<file path="config.mk">
export PLATFORM = sky130hd
export DESIGN_NAME = pipelined_cla_addsub
export DESIGN_NICKNAME = d
export VERILOG_FILES = /design/src/rtl/pipelined_cla_addsub.sv
export SDC_FILE = /design/constraint.sdc
export NUM_CORES = 1
export LEC_CHECK = 0
export CAP_MARGIN = 25
export CORE_MARGIN = 1.5
export CORE_UTILIZATION = 45
export CTS_CLUSTER_SIZE = 24
export DETAILED_ROUTE_END_ITERATION = 7
export GPL_TIMING_DRIVEN = 0
export PLACE_DENSITY = 0.72
export SYNTH_ARGS = -nofsm -noshare
export SYNTH_HDL_FRONTEND = slang
export SYNTH_SLANG_ARGS = --single-unit
</file>
<file path="constraint.sdc">
create_clock -name clk -period 3.1 [get_ports clk]
set_input_delay 0.775 -clock clk [delete_from_list [all_inputs] [get_ports clk]]
set_output_delay 0.775 -clock clk [all_outputs]
set_load 0.05 [all_outputs]
</file>
<file path="src/rtl/pipelined_cla_addsub.sv">
// Pipelined carry-lookahead adder/subtractor with valid/ready handshake.
// The word is split into STAGES segments of WIDTH/STAGES bits; each
// pipeline step resolves one segment with BLOCK-bit CLA blocks and a
// lookahead carry unit, then hands the carry to the next step.
// Legal only if WIDTH%STAGES==0 and (WIDTH/STAGES)%BLOCK==0.
module pipelined_cla_addsub #(
   parameter int unsigned WIDTH  = 16,
   parameter int unsigned BLOCK  = 4,
   parameter int unsigned STAGES = 2
) (
   input  logic             clk,
   input  logic             rst,
   input  logic             in_valid,
   output logic             in_ready,
   input  logic [WIDTH-1:0] a,
   input  logic [WIDTH-1:0] b,
   input  logic             cin,
   input  logic             sub,
   output logic             out_valid,
   input  logic             out_ready,
   output logic [WIDTH-1:0] sum,
   output logic             cout,
   output logic             ovf,
   output logic             zero,
   output logic             P,
   output logic             G
);

   localparam int unsigned SEG    = WIDTH / STAGES;
   localparam int unsigned NBLK   = SEG / BLOCK;
   localparam int unsigned WBLK   = WIDTH / BLOCK;

   // One segment: per-block group P/G, lookahead carries across blocks,
   // then per-bit sums inside each block from its block carry-in.
   function automatic logic [SEG:0] cla_seg(input logic [SEG-1:0] x,
                                            input logic [SEG-1:0] y,
                                            input logic           ci);
      logic [SEG-1:0]  p;
      logic [SEG-1:0]  g;
      logic [SEG-1:0]  s;
      logic [NBLK:0]   bc;
      logic            bp;
      logic            bg;
      logic            c;
      p     = x ^ y;
      g     = x & y;
      s     = '0;
      bc    = '0;
      bc[0] = ci;
      for (int unsigned blk = 0; blk < NBLK; blk++) begin
         bp = 1'b1;
         bg = 1'b0;
         for (int unsigned k = 0; k < BLOCK; k++) begin
            bg = g[blk*BLOCK+k] | (p[blk*BLOCK+k] & bg);
            bp = bp & p[blk*BLOCK+k];
         end
         bc[blk+1] = bg | (bp & bc[blk]);
      end
      for (int unsigned blk = 0; blk < NBLK; blk++) begin
         c = bc[blk];
         for (int unsigned k = 0; k < BLOCK; k++) begin
            s[blk*BLOCK+k] = p[blk*BLOCK+k] ^ c;
            c = g[blk*BLOCK+k] | (p[blk*BLOCK+k] & c);
         end
      end
      return {bc[NBLK], s};
   endfunction

   // Whole-word group propagate/generate built from BLOCK-bit groups.
   function automatic logic [1:0] group_pg(input logic [WIDTH-1:0] x,
                                           input logic [WIDTH-1:0] y);
      logic gp;
      logic gg;
      logic bp;
      logic bg;
      gp = 1'b1;
      gg = 1'b0;
      for (int unsigned blk = 0; blk < WBLK; blk++) begin
         bp = 1'b1;
         bg = 1'b0;
         for (int unsigned k = 0; k < BLOCK; k++) begin
            bg = (x[blk*BLOCK+k] & y[blk*BLOCK+k]) |
                 ((x[blk*BLOCK+k] ^ y[blk*BLOCK+k]) & bg);
            bp = bp & (x[blk*BLOCK+k] ^ y[blk*BLOCK+k]);
         end
         gg = bg | (bp & gg);
         gp = gp & bp;
      end
      return {gp, gg};
   endfunction

   // Stage registers 0..STAGES-1: operands, partial sum, segment carry-in.
   logic [WIDTH-1:0] op_a  [0:STAGES-1];
   logic [WIDTH-1:0] op_b  [0:STAGES-1];
   logic [WIDTH-1:0] psum  [0:STAGES-1];
   logic [STAGES-1:0] c_q;
   // Valid bit per stage; bit STAGES is the output register.
   logic [STAGES:0]  v;
   // Operand copy feeding the P/G tree, and P/G bits for stages 1..STAGES.
   logic [WIDTH-1:0] pg_a;
   logic [WIDTH-1:0] pg_b;
   logic [STAGES-1:0] p_q;
   logic [STAGES-1:0] g_q;
   // Output register.
   logic [WIDTH-1:0] sum_q;
   logic             cout_q;
   logic             ovf_q;
   logic             zero_q;

   logic             adv;
   logic [WIDTH-1:0] b_eff;
   logic             c_eff;
   logic [WIDTH-1:0] nsum  [0:STAGES-1];
   logic [STAGES-1:0] ncarry;
   logic [SEG:0]     seg_res;
   logic [1:0]       pg0;
   logic [STAGES:0]  p_chain;
   logic [STAGES:0]  g_chain;
   logic [WIDTH-1:0] fsum;
   logic             ovf_n;
   logic             zero_n;

   assign adv       = !v[STAGES] || out_ready;
   assign in_ready  = adv && !rst;
   assign b_eff     = sub ? ~b : b;
   assign c_eff     = sub | cin;
   assign pg0       = group_pg(pg_a, pg_b);
   assign fsum      = nsum[STAGES-1];
   assign ovf_n     = (op_a[STAGES-1][WIDTH-1] == op_b[STAGES-1][WIDTH-1]) &&
                      (fsum[WIDTH-1] != op_a[STAGES-1][WIDTH-1]);
   assign zero_n    = ~|fsum;

   assign out_valid = v[STAGES];
   assign sum       = sum_q;
   assign cout      = cout_q;
   assign ovf       = ovf_q;
   assign zero      = zero_q;
   assign P         = p_q[STAGES-1];
   assign G         = g_q[STAGES-1];

   // Segment i adder: merges its CLA result into the partial sum for stage i+1.
   always_comb begin
      seg_res = '0;
      for (int unsigned i = 0; i < STAGES; i++) begin
         seg_res   = cla_seg(op_a[i][i*SEG +: SEG], op_b[i][i*SEG +: SEG], c_q[i]);
         nsum[i]   = psum[i] | (WIDTH'(seg_res[SEG-1:0]) << (i*SEG));
         ncarry[i] = seg_res[SEG];
      end
   end

   // P/G sources per stage: stage 0 computes, later stages forward.
   always_comb begin
      p_chain = {p_q, pg0[1]};
      g_chain = {g_q, pg0[0]};
   end

   // Pipeline advance: all stages shift together when adv, hold otherwise;
   // data registers load only behind a valid beat so bubbles leave outputs alone.
   always_ff @(posedge clk) begin
      if (rst) begin
         v      <= '0;
         c_q    <= '0;
         p_q    <= '0;
         g_q    <= '0;
         pg_a   <= '0;
         pg_b   <= '0;
         sum_q  <= '0;
         cout_q <= 1'b0;
         ovf_q  <= 1'b0;
         zero_q <= 1'b0;
         for (int unsigned i = 0; i < STAGES; i++) begin
            op_a[i] <= '0;
            op_b[i] <= '0;
            psum[i] <= '0;
         end
      end else if (adv) begin
         v <= {v[STAGES-1:0], in_valid};
         if (in_valid) begin
            op_a[0] <= a;
            op_b[0] <= b_eff;
            c_q[0]  <= c_eff;
            psum[0] <= '0;
            pg_a    <= a;
            pg_b    <= b_eff;
         end
         for (int unsigned i = 1; i < STAGES; i++) begin
            if (v[i-1]) begin
               op_a[i] <= op_a[i-1];
               op_b[i] <= op_b[i-1];
               psum[i] <= nsum[i-1];
               c_q[i]  <= ncarry[i-1];
            end
         end
         for (int unsigned i = 0; i < STAGES; i++) begin
            if (v[i]) begin
               p_q[i] <= p_chain[i];
               g_q[i] <= g_chain[i];
            end
         end
         if (v[STAGES-1]) begin
            sum_q  <= fsum;
            cout_q <= ncarry[STAGES-1];
            ovf_q  <= ovf_n;
            zero_q <= zero_n;
         end
      end
   end

endmodule

</file>
==> results of run 1 <==
[cells by family after synthesis]
group,share of synthesized area [%]
buffers and inverters,3.26
flip-flops,55.1
multiplexers,0.191
AO/OA/AOI/OAI,11.9
adder cells (fa/ha/maj),12.3
XOR/XNOR,3.52
AND/OR/NAND/NOR,13.8
[worst register-to-register path, stage by stage (launching register included)]
cell	delay, ps
edfxtp_1	380
ha_1	300
a21o_1	180
a21oi_1	160
o21ai_1	130
fa_1	430
fa_1	440
fa_1	410
xnor2_1	230
nor2_1	70
[layout by cell type, fill, tap and decap left out, drive strengths merged, types with 3 or more instances in the layout]
cell           instances
dfxtp                 60
clkbuf                19
a21o                   5
clkinv                 5
nand3                  3
fa                    12
bufinv                 4
ha                    32
buf                   22
inv                   13
a211oi                 3
a22o                  29
nor2                  19
nor2b                 51
nand2                 55
xor2                  14
a21oi                 32
xnor2                  7
nand4                  4
clkdlybuf4s50         57
edfxtp                56
o21ai                  9
nor4                   4
[worst paths after layout]
| check | from | to | slack (ps) | depth (start not counted) |
|---|---|---|---|---|
| min reg2reg | sum[12] | sum[12] | 450 | 2 |
| min | sum[12] | sum[12] | 450 | 2 |
| max | op_b[0][0] | psum[0][23] | 120 | 9 |
| max reg2reg | op_b[0][0] | psum[0][23] | 120 | 9 |
[routing by layer]
metal  vias to the layer above  track usage, %  wire, um
met3                        20            5.14       499
met2                       100            30.6      5150
li1                       1737               -         -
met4                         0            7.86       242
met1                      1662            21.5      4780
met5                         -               0         0
[timing repair]
item                       in CTS  in global routing
setup endpoints to repair       2                  3
hold endpoints to repair        0                  0
resized for setup               3                  7
pin swaps                       1                  0
setup buffers                   1                  0
[sequential cells by signal (all words and copies together) (netlist names)]
register  flops
c_q           2
cout          1
g_q           2
op_a         24
op_b         24
ovf           1
p_q           2
pg_a         16
pg_b         16
psum          8
sum          16
v             3
zero          1
[cell type report]
cell class                 instances  area, um2
clock buffer                      17        425
inverter                           9       33.8
timing repair buffer              60        614
multi-input combinational        299       2200
fill                             956       4690
clock inverter                    15        204
buffer                            22        136
sequential                       116       2880
tap                              143        179
[power by group]
part	total, mW	switching [mW]	leakage [nW]	internal [mW]
logic	0.517	0.279	1.28	0.237
clock network	2.08	0.726	0.305	1.35
registers	1.80	0.0671	1.10	1.74
==> results_dict.tcl, run 1 <==
set metrics [dict create \
    outcome "complete, no violations" \
    slew_headroom_pct 36.1 \
    finalCriticalPeriod_ps 2980 \
    die_area_um2 12300 \
    synth_cell_types 40 \
    tightest_slew_ps 956 \
    grt_max_degree 25 \
    cts.clk_slew.worst_paths_ps 60 \
    avgSynthCellArea_um2 11.7 \
    slew_violations 0 \
    ys_top_cells_by_count "dfxtp_1, edfxtp_1, nand2_1, nor2b_1" \
    dp_hpwl_mm 7.66 \
    clock_latency_ps 420 \
    antenna_found_initial 0 \
    ys.warnings.count 0 \
    postRouteAntennaNets 0 \
    drt-total-wl_mm 10.7 \
    final_core_util_pct 58.7 \
    viasPerCell 5.17 \
    async_reset_ff_share_pct 0 \
    cp-start-kind "flip-flop" \
    htree_levels 4 \
    track_usage_pct 18.1 \
    num_rows 39 \
    wl_per_cell_um 15.7 \
    dp_cells 648 \
    worst-path-buf-inv 0 \
    placed_cell_area_um2 6010 \
    powerDensity_nw_per_um2 658 \
    design.core.area_um2 11400 \
    hold_viol 0 \
    yosysTopAreaCell "edfxtp_1" \
    nets 607 \
    clk_path_buf_depth 2 \
    portBuffers 58 \
    fin_crit_sh_pct 96.3 \
    finalPower_mw 4.40 \
    drt-initial-drc-count 169 \
    syn_nets 528 \
    dp_slack_ps -196 \
    drive_above_1_share_pct 11.5 \
    crit_required_ps 3260 \
    synth-edff-count 56 \
    p_leak_nw 2.68 \
    whs_ps 453 \
    die_h_um 111 \
    maxCapViolCount 0 \
    vdd_drop_max_v 0.000325 \
    syn_to_final_growth_pct 27.7 \
    cts_made_buffers 17 \
    arrival_ps 3150 \
    tns_ps 0 \
    path_class "flip-flop to flip-flop" \
    io-pin-count 61 \
    vias 3519 \
    cp_cell_sequence "ha_1 > a21o_1 > a21oi_1 > o21ai_1 > fa_1 > fa_1 > fa_1 > xnor2_1 > nor2_1" \
    yosysTopAreaCellShare_pct 32.2 \
    ys_top_cells_by_area "edfxtp_1, dfxtp_1, ha_1" \
    dieWidth_um 111 \
    num_antenna_cells 0 \
    synth_area_um2 5230 \
    cp_top_family "adder cells" \
    yosysMostFrequentCell "dfxtp_1" \
    finClkSkew_ps 5.54 \
    clock_sinks 116 \
    fin_cells 681 \
    overflow 0 \
    synthCells 446 \
    worstHoldPathType "flip-flop to flip-flop" \
    drt_first_pass_iters 4 \
    fmax_mhz 335 \
    grt_pass1_wl_mm 17.2 \
    crit_path_max_fanout 2 \
    gp_congestion 0.823 \
    setup.worst_path.end_class "flip-flop" \
    timing.critical_path.mode_cell "fa_1" \
    grt_pass1_vias 3513 \
    final_area_um2 6680 \
    yosys_register_bits 116 \
    initial_core_util_pct 46.0 \
    final-setup-viol-count 0 \
    ys_dominant_reg_cell "dfxtp_1" \
    synth_seq_area_share_pct 55.1 \
    layout_setup_ws_ps 116 \
    cts_hold_buf 0 \
    drcViolationCount 0 \
    slowest_stage "fa_1" \
    slowest_delay_ps 440 \
    ctsRootBufferMaster "clkbuf_16" \
    cts_tree "done" \
]
(Power assumes the default switching activity.)
==> inputs of run 2 (changes only) <==
--- a/config.mk
+++ b/config.mk
@@ -12,6 +12,7 @@
 export DETAILED_ROUTE_END_ITERATION = 7
 export GPL_TIMING_DRIVEN = 0
 export PLACE_DENSITY = 0.72
+export RECOVER_POWER = 100
 export SYNTH_ARGS = -nofsm -noshare
 export SYNTH_HDL_FRONTEND = slang
 export SYNTH_SLANG_ARGS = --single-unit
==> run 2 against run 1 <==
  * Via count up 0.23%
  * Fmax down 0.21%
  * Hold slack worse by 3.6 ps
  * Combinational power down 3%
  * Register-to-register slack about the same
  * Cell area down 0.77%
  * Largest power group unchanged
  * Critical endpoint is now in_ready
  * Worst setup slack worse by 6.3 ps
==> results_dict.tcl, run 2 (synthesis gave the netlist of run 1 again) <==
set metrics [dict create \
    grt_pass1_wl_mm 17.2 \
    finClkSkew_ps 6.07 \
    rrSetupSlack_ps 120 \
    slowest_stage "dlygate4sd3_1" \
    arrival_ps 2220 \
    num_rows 39 \
    grt_pass1_vias 3513 \
    nets 607 \
    final-setup-viol-count 0 \
    worstHoldPathType "flip-flop to flip-flop" \
    io-pin-count 61 \
    drcViolationCount 0 \
    hold_viol 0 \
    cts_made_buffers 17 \
    cp-endpoint "in_ready" \
    p_leak_nw 2.72 \
    cts.clk_slew.worst_paths_ps 60 \
    htree_levels 4 \
    slew_headroom_pct 35.2 \
    slew_violations 0 \
    finalCriticalPeriod_ps 2990 \
    track_usage_pct 18.1 \
    fmax_mhz 334 \
    clock_latency_ps 420 \
    vias 3527 \
    cp-start-kind "input pin" \
    drt-initial-drc-count 207 \
    clk_path_buf_depth 2 \
    wl_per_cell_um 15.6 \
    drive_above_1_share_pct 9.85 \
    crit_start "out_ready" \
    drt_first_pass_iters 5 \
    path_class "input pin to output pin" \
    dieWidth_um 111 \
    cp_top_family "buffers and inverters" \
    vdd_drop_max_v 0.000324 \
    clock_sinks 116 \
    num_antenna_cells 0 \
    crit_path_max_fanout 7 \
    largestRegisters "op_a: 24 flops, op_b: 24 flops" \
    outcome "complete, no violations" \
    layout_setup_ws_ps 109 \
    design.core.area_um2 11400 \
    reg2reg_from "op_b[0][0]" \
    initial_core_util_pct 46.0 \
    setup.worst_path.end_class "output pin" \
    dp_hpwl_mm 7.66 \
    drt-total-wl_mm 10.6 \
    antenna_found_initial 0 \
    syn_to_final_growth_pct 26.8 \
    postRouteAntennaNets 0 \
    fillers 969 \
    reg2reg_to "psum[0][23]" \
    powerDensity_nw_per_um2 661 \
    ff2ff_path_depth 9 \
    overflow 0 \
    die_h_um 111 \
    crit_required_ps 2320 \
    cts_hold_buf 0 \
    tightest_slew_ps 970 \
    grt_max_degree 25 \
    maxCapViolCount 0 \
    placed_cell_area_um2 6010 \
    viasPerCell 5.18 \
    fin_crit_sh_pct 96.5 \
    worst-path-buf-inv 2 \
    final_core_util_pct 58.3 \
    final_common_cell "dfxtp_1" \
    cp_cell_sequence "dlygate4sd3_1 > nor2b_2 > nor2_1 > dlygate4sd2_1" \
    dp_slack_ps -196 \
    die_area_um2 12300 \
    slowest_delay_ps 570 \
    cp_num_cells 4 \
    ctsRootBufferMaster "clkbuf_16" \
    final_area_um2 6630 \
    gp_congestion 0.823 \
    cts_tree "done" \
    final_cell_mix "dfxtp_1, edfxtp_1, nand2_1" \
    portBuffers 58 \
]
## run 2: power by group
group / internal, mW / switching, mW
sequential: 1.74 / 0.0662
clock: 1.35 / 0.725
combinational: 0.226 / 0.278
total: 3.31 / 1.07
## run 2: how the worst min path moves through the flow
stage	slack [ps]	from	to	cells past startpoint
finish	450	sum[12]	sum[12]	2
global route	460	p_q[1]	p_q[1]	2
CTS	460	sum[12]	sum[12]	2
detailed placement	450	sum[12]	sum[12]	2
global placement	440	g_q[1]	g_q[1]	2
floorplan	430	pg_b[0]	pg_b[0]	2
## run 2: timing repair
item                       CTS  global route
setup buffers                1             0
pin swaps                    1             0
gates resized for setup      3             7
cloned                       0             0
setup endpoints to repair    2             3
## run 2: area by class of cell
class	count	area (um2)	area share, %
Tap cell	143	179	2.70
Sequential cell	116	2880	43.5
Timing Repair Buffer	60	594	8.97
Buffer	22	120	1.81
Inverter	9	33.8	0.510
Clock inverter	15	204	3.08
Clock buffer	17	425	6.42
Multi-Input combinational cell	299	2190	33.0
## run 2: tightest hold or removal path, stage by stage, from the launching register on
cell	delay [ps]
dfxtp_1	300
nand2_1	50
a21oi_1	50
## run 2: stage by stage
| step | total power [mW] | instances | hold slack (ps) | setup TNS (ps) |
|---|---|---|---|---|
| 3_3_place_gp | 2.31 | 647 | 443 | -913 |
| 2_1_floorplan | 2.15 | 446 | 429 | 0 |
| 3_5_place_dp | 2.34 | 648 | 448 | -369 |
| 5_1_grt | 4.55 | 681 | 464 | -3.19 |
| 6_report | 4.38 | 681 | 450 | 0 |
| 4_1_cts | 4.42 | 681 | 456 | -71.5 |
## run 2: metal layers
metal  up-vias  GRT usage, %  part of all wire, %
met5         -             0                    0
met4         0          7.86                  2.6
met3        22          5.14                  5.1
met2       114          30.6                   48
met1      1653          21.5                   44
li1       1738             -                    -
